### config.mk
export PLATFORM = sky130hd
export DESIGN_NAME = display_update_scheduler
export DESIGN_NICKNAME = d
export VERILOG_FILES = /design/src/rtl/display_pkg.sv /design/src/rtl/sync_edge.sv /design/src/rtl/display_update_scheduler.sv
export SDC_FILE = /design/constraint.sdc
export NUM_CORES = 1
export LEC_CHECK = 0
export BUFFER_PORTS_ARGS = -buffer_cell sky130_fd_sc_hd__buf_4
export CORE_MARGIN = 2
export CORE_UTILIZATION = 59
export CTS_BUF_LIST = sky130_fd_sc_hd__clkbuf_2
export DETAILED_ROUTE_END_ITERATION = 10
export PLACE_DENSITY = 0.79
export REMOVE_ABC_BUFFERS = 1
export SLEW_MARGIN = 15
export SYNTH_ARGS = -nofsm -noshare
export SYNTH_HDL_FRONTEND = slang
export SYNTH_SLANG_ARGS = --single-unit
### constraint.sdc
create_clock -name clk_i -period 2.56 [get_ports clk_i]
set_input_delay 0.256 -clock clk_i [delete_from_list [all_inputs] [get_ports clk_i]]
set_output_delay 0.256 -clock clk_i [all_outputs]
set_load 0.02 [all_outputs]
### src/rtl/display_pkg.sv
// Shared definitions for the display update scheduler: reason bit positions,
// FSM state encoding and the default watchdog budget.
package display_pkg;

   localparam int REASON_TICK = 0;
   localparam int REASON_LOAD = 1;
   localparam int REASON_MODE = 2;

   typedef enum logic [1:0] {
      IDLE  = 2'd0,
      START = 2'd1,
      WAIT  = 2'd2,
      HOLD  = 2'd3
   } state_t;

   // Enough for one full shift at half the clock rate plus a small margin.
   function automatic int default_timeout(input int width);
      return (2 * width) + 8;
   endfunction

endpackage

### src/rtl/sync_edge.sv
// Two-flop synchroniser for an asynchronous level, plus a one-cycle pulse
// whenever the synchronised level differs from its previous value.
module sync_edge (
   input  logic clk_i,
   input  logic rst_i,
   input  logic async_i,
   output logic sync_o,
   output logic change_o
);

   logic meta_r;
   logic sync_r;
   logic prev_r;

   // Synchroniser chain and previous-value register for edge detection
   always_ff @(posedge clk_i) begin
      if (rst_i) begin
         meta_r <= 1'b0;
         sync_r <= 1'b0;
         prev_r <= 1'b0;
      end else begin
         meta_r <= async_i;
         sync_r <= meta_r;
         prev_r <= sync_r;
      end
   end

   assign sync_o   = sync_r;
   assign change_o = sync_r ^ prev_r;

endmodule

### src/rtl/display_update_scheduler.sv
// Collects tick/load/mode update requests and issues one start pulse per
// shift transaction, with coalescing, a post-latch hold-off and a watchdog.
module display_update_scheduler
   import display_pkg::*;
#(
   parameter int WIDTH   = 84,
   parameter int TIMEOUT = default_timeout(WIDTH),
   parameter int HOLDOFF = 2
) (
   input  logic       clk_i,
   input  logic       rst_i,
   input  logic       tick_i,
   input  logic       load_i,
   input  logic       mode_i,
   input  logic       latch_i,
   output logic       start_o,
   output logic       busy_o,
   output logic [2:0] reason_o,
   output logic       overrun_o,
   output logic       timeout_o,
   output logic       mode_sync_o
);

   localparam int WD_W = ($clog2(TIMEOUT + 1) < 1) ? 1 : $clog2(TIMEOUT + 1);
   localparam int HO_W = ($clog2(HOLDOFF + 1) < 1) ? 1 : $clog2(HOLDOFF + 1);
   localparam logic [WD_W-1:0] WD_LAST = WD_W'(TIMEOUT - 1);
   localparam logic [WD_W-1:0] WD_ONE  = WD_W'(1'b1);
   localparam logic [HO_W-1:0] HO_LAST = HO_W'((HOLDOFF > 0) ? (HOLDOFF - 1) : 0);
   localparam logic [HO_W-1:0] HO_ONE  = HO_W'(1'b1);
   localparam state_t POST_BUSY = (HOLDOFF == 0) ? IDLE : HOLD;

   state_t          state_r,   state_s;
   logic [2:0]      mask_r,    mask_s;
   logic [WD_W-1:0] wd_cnt_r,  wd_cnt_s;
   logic [HO_W-1:0] ho_cnt_r,  ho_cnt_s;
   logic            start_r,   start_s;
   logic            busy_r,    busy_s;
   logic [2:0]      reason_r,  reason_s;
   logic            overrun_r, overrun_s;
   logic            timeout_r, timeout_s;
   logic            mode_req_s;
   logic [2:0]      req_s;

   sync_edge u_mode_sync (
      .clk_i    (clk_i),
      .rst_i    (rst_i),
      .async_i  (mode_i),
      .sync_o   (mode_sync_o),
      .change_o (mode_req_s)
   );

   // Gather this cycle's requests into reason-bit order
   always_comb begin
      req_s              = 3'b000;
      req_s[REASON_TICK] = tick_i;
      req_s[REASON_LOAD] = load_i;
      req_s[REASON_MODE] = mode_req_s;
   end

   // Next-state and next-output logic; a start clears the mask but keeps same-edge requests
   always_comb begin
      state_s   = state_r;
      mask_s    = mask_r | req_s;
      wd_cnt_s  = wd_cnt_r;
      ho_cnt_s  = ho_cnt_r;
      start_s   = 1'b0;
      busy_s    = 1'b0;
      reason_s  = reason_r;
      overrun_s = |(req_s & mask_r);
      timeout_s = 1'b0;
      case (state_r)
         IDLE: begin
            if (mask_r != 3'b000) begin
               state_s   = START;
               start_s   = 1'b1;
               busy_s    = 1'b1;
               reason_s  = mask_r;
               mask_s    = req_s;
               overrun_s = 1'b0;
               wd_cnt_s  = {WD_W{1'b0}};
            end else begin
               state_s = IDLE;
            end
         end
         START: begin
            state_s  = WAIT;
            busy_s   = 1'b1;
            wd_cnt_s = {WD_W{1'b0}};
         end
         WAIT: begin
            if (latch_i) begin
               state_s  = POST_BUSY;
               wd_cnt_s = {WD_W{1'b0}};
               ho_cnt_s = {HO_W{1'b0}};
            end else if (wd_cnt_r >= WD_LAST) begin
               // Stuck shift: abort; the counter never advances past this value
               state_s   = POST_BUSY;
               timeout_s = 1'b1;
               ho_cnt_s  = {HO_W{1'b0}};
            end else begin
               busy_s   = 1'b1;
               wd_cnt_s = wd_cnt_r + WD_ONE;
            end
         end
         HOLD: begin
            if (ho_cnt_r >= HO_LAST) begin
               state_s  = IDLE;
               ho_cnt_s = {HO_W{1'b0}};
            end else begin
               ho_cnt_s = ho_cnt_r + HO_ONE;
            end
         end
         default: begin
            state_s  = IDLE;
            wd_cnt_s = {WD_W{1'b0}};
            ho_cnt_s = {HO_W{1'b0}};
         end
      endcase
   end

   // State, counters, mask and all outputs are registered together
   always_ff @(posedge clk_i) begin
      if (rst_i) begin
         state_r   <= IDLE;
         mask_r    <= 3'b000;
         wd_cnt_r  <= {WD_W{1'b0}};
         ho_cnt_r  <= {HO_W{1'b0}};
         start_r   <= 1'b0;
         busy_r    <= 1'b0;
         reason_r  <= 3'b000;
         overrun_r <= 1'b0;
         timeout_r <= 1'b0;
      end else begin
         state_r   <= state_s;
         mask_r    <= mask_s;
         wd_cnt_r  <= wd_cnt_s;
         ho_cnt_r  <= ho_cnt_s;
         start_r   <= start_s;
         busy_r    <= busy_s;
         reason_r  <= reason_s;
         overrun_r <= overrun_s;
         timeout_r <= timeout_s;
      end
   end

   assign start_o   = start_r;
   assign busy_o    = busy_r;
   assign reason_o  = reason_r;
   assign overrun_o = overrun_r;
   assign timeout_o = timeout_r;

endmodule
-- After elaboration in Yosys (flattened, before gate mapping)
Index checks and enable logic that the tools add are counted.
- bits in registers: 25
- output and inout bits: 8
- word-level logic and storage cells: 61
- $add $sub $neg: 2
- magnitude comparators: 2
- equal/unequal tests: 7
- mux-type cells: 22
- bitwise operators: 5
- reduce and logical (&&, ||, !) cells: 11
- operators with widths (operator ; count):
    $mux 8 ; 3
    $pmux 8 s3 ; 1
    $mux 2 ; 6
    $add 8x1->8 const B ; 1
    $ge 8x8->1 const B ; 1
    $pmux 2 s4 ; 1
    $mux 1 ; 7
    $mux 3 ; 2
    $ne 3x3->1 const B ; 2
    $reduce_and 2->1 ; 3
    $reduce_bool 3->1 ; 2
    $reduce_or 3->1 ; 2
    $eq 2x2->1 const B ; 2
    $ne 2x2->1 const B ; 2
    $pmux 2 s2 ; 1
    $and 3x3->3 ; 1
    $or 3x3->3 ; 1
    $pmux 1 s3 ; 1
    $reduce_and 3->1 ; 1
    $add 2x1->2 const B ; 1
    $eq 2x1->1 const B ; 1
    $ge 2x1->1 const B ; 1
    $logic_not 2->1 ; 1
    $not 1->1 ; 2
    3 further kinds ; 3

-- Longest topological paths before layout
- depth after elaboration: 5
- gate-level depth with buffers: 7
- gate-level depth less buffers: 6

-- By module
From an unflattened synthesis, not the netlist that was laid out.
- cells, all modules: 133
- area, all modules: 1197.4 um^2
- modules (own cells, without submodules) (module ; instances ; cells an instance ; area each (um^2) ; sequential area each (um^2)):
    display_update_scheduler ; 1 ; 126 ; 1109.8 ; 440.4
    sync_edge ; 1 ; 7 ; 87.6 ; 60.1

-- Worst setup path before layout
No wires, ideal clock.
- path type: reg2reg
- start point: register state_r[0]
- end point: register wd_cnt_r[6]
- library setup time: 0.071 ns
- arrival: 1.742 ns
- required time: 2.489 ns
- slack: 0.747 ns
- stages on the path, launching flop included: 8
- path buffers: 2
- period minus slack after synthesis: 1.813 ns
- cells stage by stage: dfxtp_1 inv_1 ha_1 clkbuf_1 a21o_1 clkbuf_1 or4_1 a21oi_1
- longest elaborated chain between the ends: 3
- elaborated cells between the ends (all ways): 8
- ends and longest elaborated chain (what ; line ; RTL):
    start, declared ; display_update_scheduler.sv:32 ; state_t state_r, state_s;
    start signal, assigned ; display_update_scheduler.sv:134 ; state_r <= state_s;
    $eq 2x2->1 (tied with other cells) ; display_update_scheduler.sv:71 ; case (state_r)
    $ne 3x3->1 (no line) (tied with other cells) ; - ;
    $reduce_and 3->1 (no line) ; - ;
    end signal, assigned ; display_update_scheduler.sv:126 ; wd_cnt_r <= {WD_W{1'b0}};
    end signal, assigned ; display_update_scheduler.sv:136 ; wd_cnt_r <= wd_cnt_s;
    end, declared ; display_update_scheduler.sv:34 ; logic [WD_W-1:0] wd_cnt_r, wd_cnt_s;
Parallel ways exist; a longest one is shown, timed or not.
A chain may end at the register's enable or synchronous reset.

-- Worst setup path in the final report
- start point: register wd_cnt_r[0]
- end point: register wd_cnt_r[7]
- longest elaborated chain between the ends: 4
- elaborated cells between the ends (all ways): 7
- ends and longest elaborated chain (what ; line ; RTL):
    $add 8x1->8 ; display_update_scheduler.sv:102 ; wd_cnt_s = wd_cnt_r + WD_ONE;
    $mux 8 ; display_update_scheduler.sv:95 ; end else if (wd_cnt_r >= WD_LAST) begin
    $mux 8 ; display_update_scheduler.sv:91 ; if (latch_i) begin
    $pmux 8 s3 ; display_update_scheduler.sv:71 ;
Parallel ways exist; a longest one is shown, timed or not. The select of a mux whose other input is x is not followed.

==> out/metrics.yaml <==
critical_path:
  path_delay_family: "compound AO/OA/AOI/OAI gates"
  path_buf_inv: 0
  crit_type: "flip-flop to flip-flop"
  crit_chain: "ha_1 -> a311oi_4 -> o21ai_2 -> or4_1 -> a31oi_1"
  arrival_ns: 2.24
  cp_max_fo: 9
  critPathSlowestCell: "or4_1"
  slowest_delay_ns: 0.49
  endpoint_kind: "flip-flop"
  crit_path_start_kind: "flip-flop"
  crit_required_ns: 2.87
cells_and_area:
  fill_cells: 141
  layout.nets: 155
  multiInputGateArea_um2: 601
  regArea_um2: 500
  synthToLayoutAreaGrowth_pct: 11.9
  utilization: 0.718
  antenna_cells: 0
  final_cell_mix: "dfxtp_1 (25), buf_4 (14), a21oi_1 (13)"
  layout-drive-gt1-share: 0.156
  final_common_cell: "dfxtp_1"
  fin_cells: 166
  fin_area_um2: 1280
clocking:
  cts_buffers: 3
  root_buffer: "clkbuf_2"
  cts.sinks: 25
  cts_hold_buf: 0
  cts_resized: 0
  cts.clk_slew.worst_paths_ns: 0.22
  htree_num_levels: 1
  cts.repair_timing.setup_buffer_count: 0
  cts_tree: "built"
  clock_latency_ns: 0.35
  clock_path_buffers: 2
grt:
  grt_max_degree: 26
  grt_remaining_overflow: 0
  antenna_found_initial: 0
  grt_pass1_wl_um: 3490
  grt_pass1_vias: 872
  track_usage: 0.218
place:
  post-place-cells: 162
  postPlaceCellArea_um2: 1260
  dpl.hpwl_um: 1580
  globalplace.congestion: 0.840
  io_buffer_count: 13
detailed_routing:
  highest_layer: "met4"
  vias: 966
  wl_met1_um: 1070
  drc_errors: 0
  wl_met3_um: 66
  first_pass_iters: 4
  drt-initial-drc-count: 30
  wl_um: 2250
  wl_met2_um: 1080
  final_antenna_net_count: 0
  routedWlPerCell_um: 13.5
  vias_per_cell: 5.82
sta:
  finalCriticalPeriod_ns: 1.94
  holdWs_ns: 0.115
  min_period_over_period: 0.757
  slew_violations: 0
  hold_violations: 0
  timing.fmax_ghz: 0.516
  rsz0062_at_grt: "no"
  setup_viol: 0
  worst_pin_slew_ns: 0.492
  skew_ns: 0.0150
  fin_tns_setup_ns: 0
  slew_headroom: 0.669
hold_path:
  hold_class: "input pin to flip-flop"
synth:
  syn_inst: 128
  yosysUniqueCellTypes: 33
  synth_fa_ha_area_frac: 0.0766
  synth.mux.area_fraction: 0
  yosys_warnings: 0
  syn_area_per_cell_um2: 8.93
  synth_xor_area_frac: 0.00766
  ys_seq_area_frac: 0.438
  ys_seq_elements: 25
  syn_area_um2: 1140
  synth_compound_area_frac: 0.241
  synth_top_family_by_area: "compound AO/OA/AOI/OAI gates"
  yosys.area_share.simple: 0.200
die:
  start_util: 0.641
  die_w_um: 48.0
  std_cell_rows: 15
  core_area_um2: 1780
  io_pins: 14
  die_area_um2: 2310
  die_h_um: 48.0
power_and_ir_drop:
  seq_power_share: 0.489
  power_switching_mw: 0.362
  power.density_nw_per_um2: 749
  switching_share: 0.377
  internal_power_mw: 0.597
  ir_drop_v: 0.000546
  comb_power_share: 0.350
  clkPwrFrac: 0.161
  p_leak_nw: 0.495
status:
  status: "finished clean"
job:
  drv_cap: 0
==> flip-flops by register name (all words and copies together), names as in the netlist <==
name / count
reason_o: 3
overrun_o: 1
start_o: 1
u_mode_sync.sync_o: 1
ho_cnt_r: 2
timeout_o: 1
state_r: 2
mask_r: 3
u_mode_sync.meta_r: 1
busy_o: 1
u_mode_sync.prev_r: 1
wd_cnt_r: 8
==> worst reg2reg max path: stages, from the launching register on <==
cell      delay [ns]
dfxtp_1         0.39
ha_1            0.27
a311oi_4        0.39
o21ai_2         0.19
or4_1           0.49
a31oi_1         0.15
==> power groups by stage <==
stage	clock network, mW	logic [mW]	registers [mW]
6_report	0.154	0.336	0.469
5_1_grt	0.171	0.368	0.474
4_1_cts	0.157	0.336	0.468
3_5_place_dp	0	0.335	0.476
3_3_place_gp	0	0.326	0.472
2_1_floorplan	0	0.204	0.496
==> stage by stage <==
stage | total power [mW] | setup WS [ns]
5_1_grt | 1.01 | 0.520
3_3_place_gp | 0.799 | 0.722
3_5_place_dp | 0.811 | 0.675
6_report | 0.959 | 0.623
2_1_floorplan | 0.700 | 0.794
4_1_cts | 0.961 | 0.632
==> Yosys cell counts <==
master / n / share of area
xnor2_1: 1 / 0.0077
nand3b_1: 1 / 0.0066
a31oi_1: 5 / 0.027
o21a_1: 1 / 0.0066
nand4_1: 2 / 0.011
a311oi_1: 1 / 0.0077
ha_1: 7 / 0.077
o211ai_1: 1 / 0.0066
o31ai_1: 3 / 0.020
nor2b_1: 5 / 0.027
a21o_1: 1 / 0.0066
a221oi_1: 1 / 0.0077
and3_1: 1 / 0.0055
nand2b_1: 2 / 0.011
a311oi_4: 1 / 0.023
and3_2: 1 / 0.0066
o21ai_2: 1 / 0.0077
a22oi_1: 3 / 0.020
or4_1: 4 / 0.026
inv_1: 6 / 0.020
nor4_1: 1 / 0.0055
nor2_1: 8 / 0.026
clkbuf_1: 4 / 0.013
clkbuf_2: 1 / 0.0044
dfxtp_1: 25 / 0.44
or3_2: 1 / 0.0066
a211o_1: 1 / 0.0077
a21oi_1: 13 / 0.057
o21ai_0: 10 / 0.044
and2_1: 1 / 0.0055
nand3_1: 5 / 0.022
nand2_1: 3 / 0.0098
nor3_1: 7 / 0.031
==> cells by family after synthesis <==
| group | after synthesis |
|---|---|
| flops | 25 |
| buf+inv | 11 |
| simple gates | 42 |
| compound gates | 42 |
| fa+ha+maj | 7 |
| xor+xnor | 1 |
==> routing by layer <==
metal  GRT usage  up-vias
met4      0.0973        0
li1            -      500
met5           0        -
met1       0.273      442
met2       0.357       19
met3      0.0453        5
==> cell type report <==
type                       count  share of cell area
clock buffer                   4              0.0156
multi-input combinational     92               0.469
inverter                       6              0.0176
tap                           25              0.0244
timing repair buffer          14              0.0821
sequential                    25               0.391
==> final timing paths <==
kind	startpoint	end	slack, ns	cells after the start
worst max-delay path	wd_cnt_r[0]	wd_cnt_r[7]	0.62	5
worst min-delay path	mode_i	u_mode_sync.meta_r	0.11	2
worst min register to register	u_mode_sync.meta_r	u_mode_sync.sync_o	0.49	1
worst max register to register	wd_cnt_r[0]	wd_cnt_r[7]	0.62	5
Note: power is estimated with default switching activity, not from simulation.
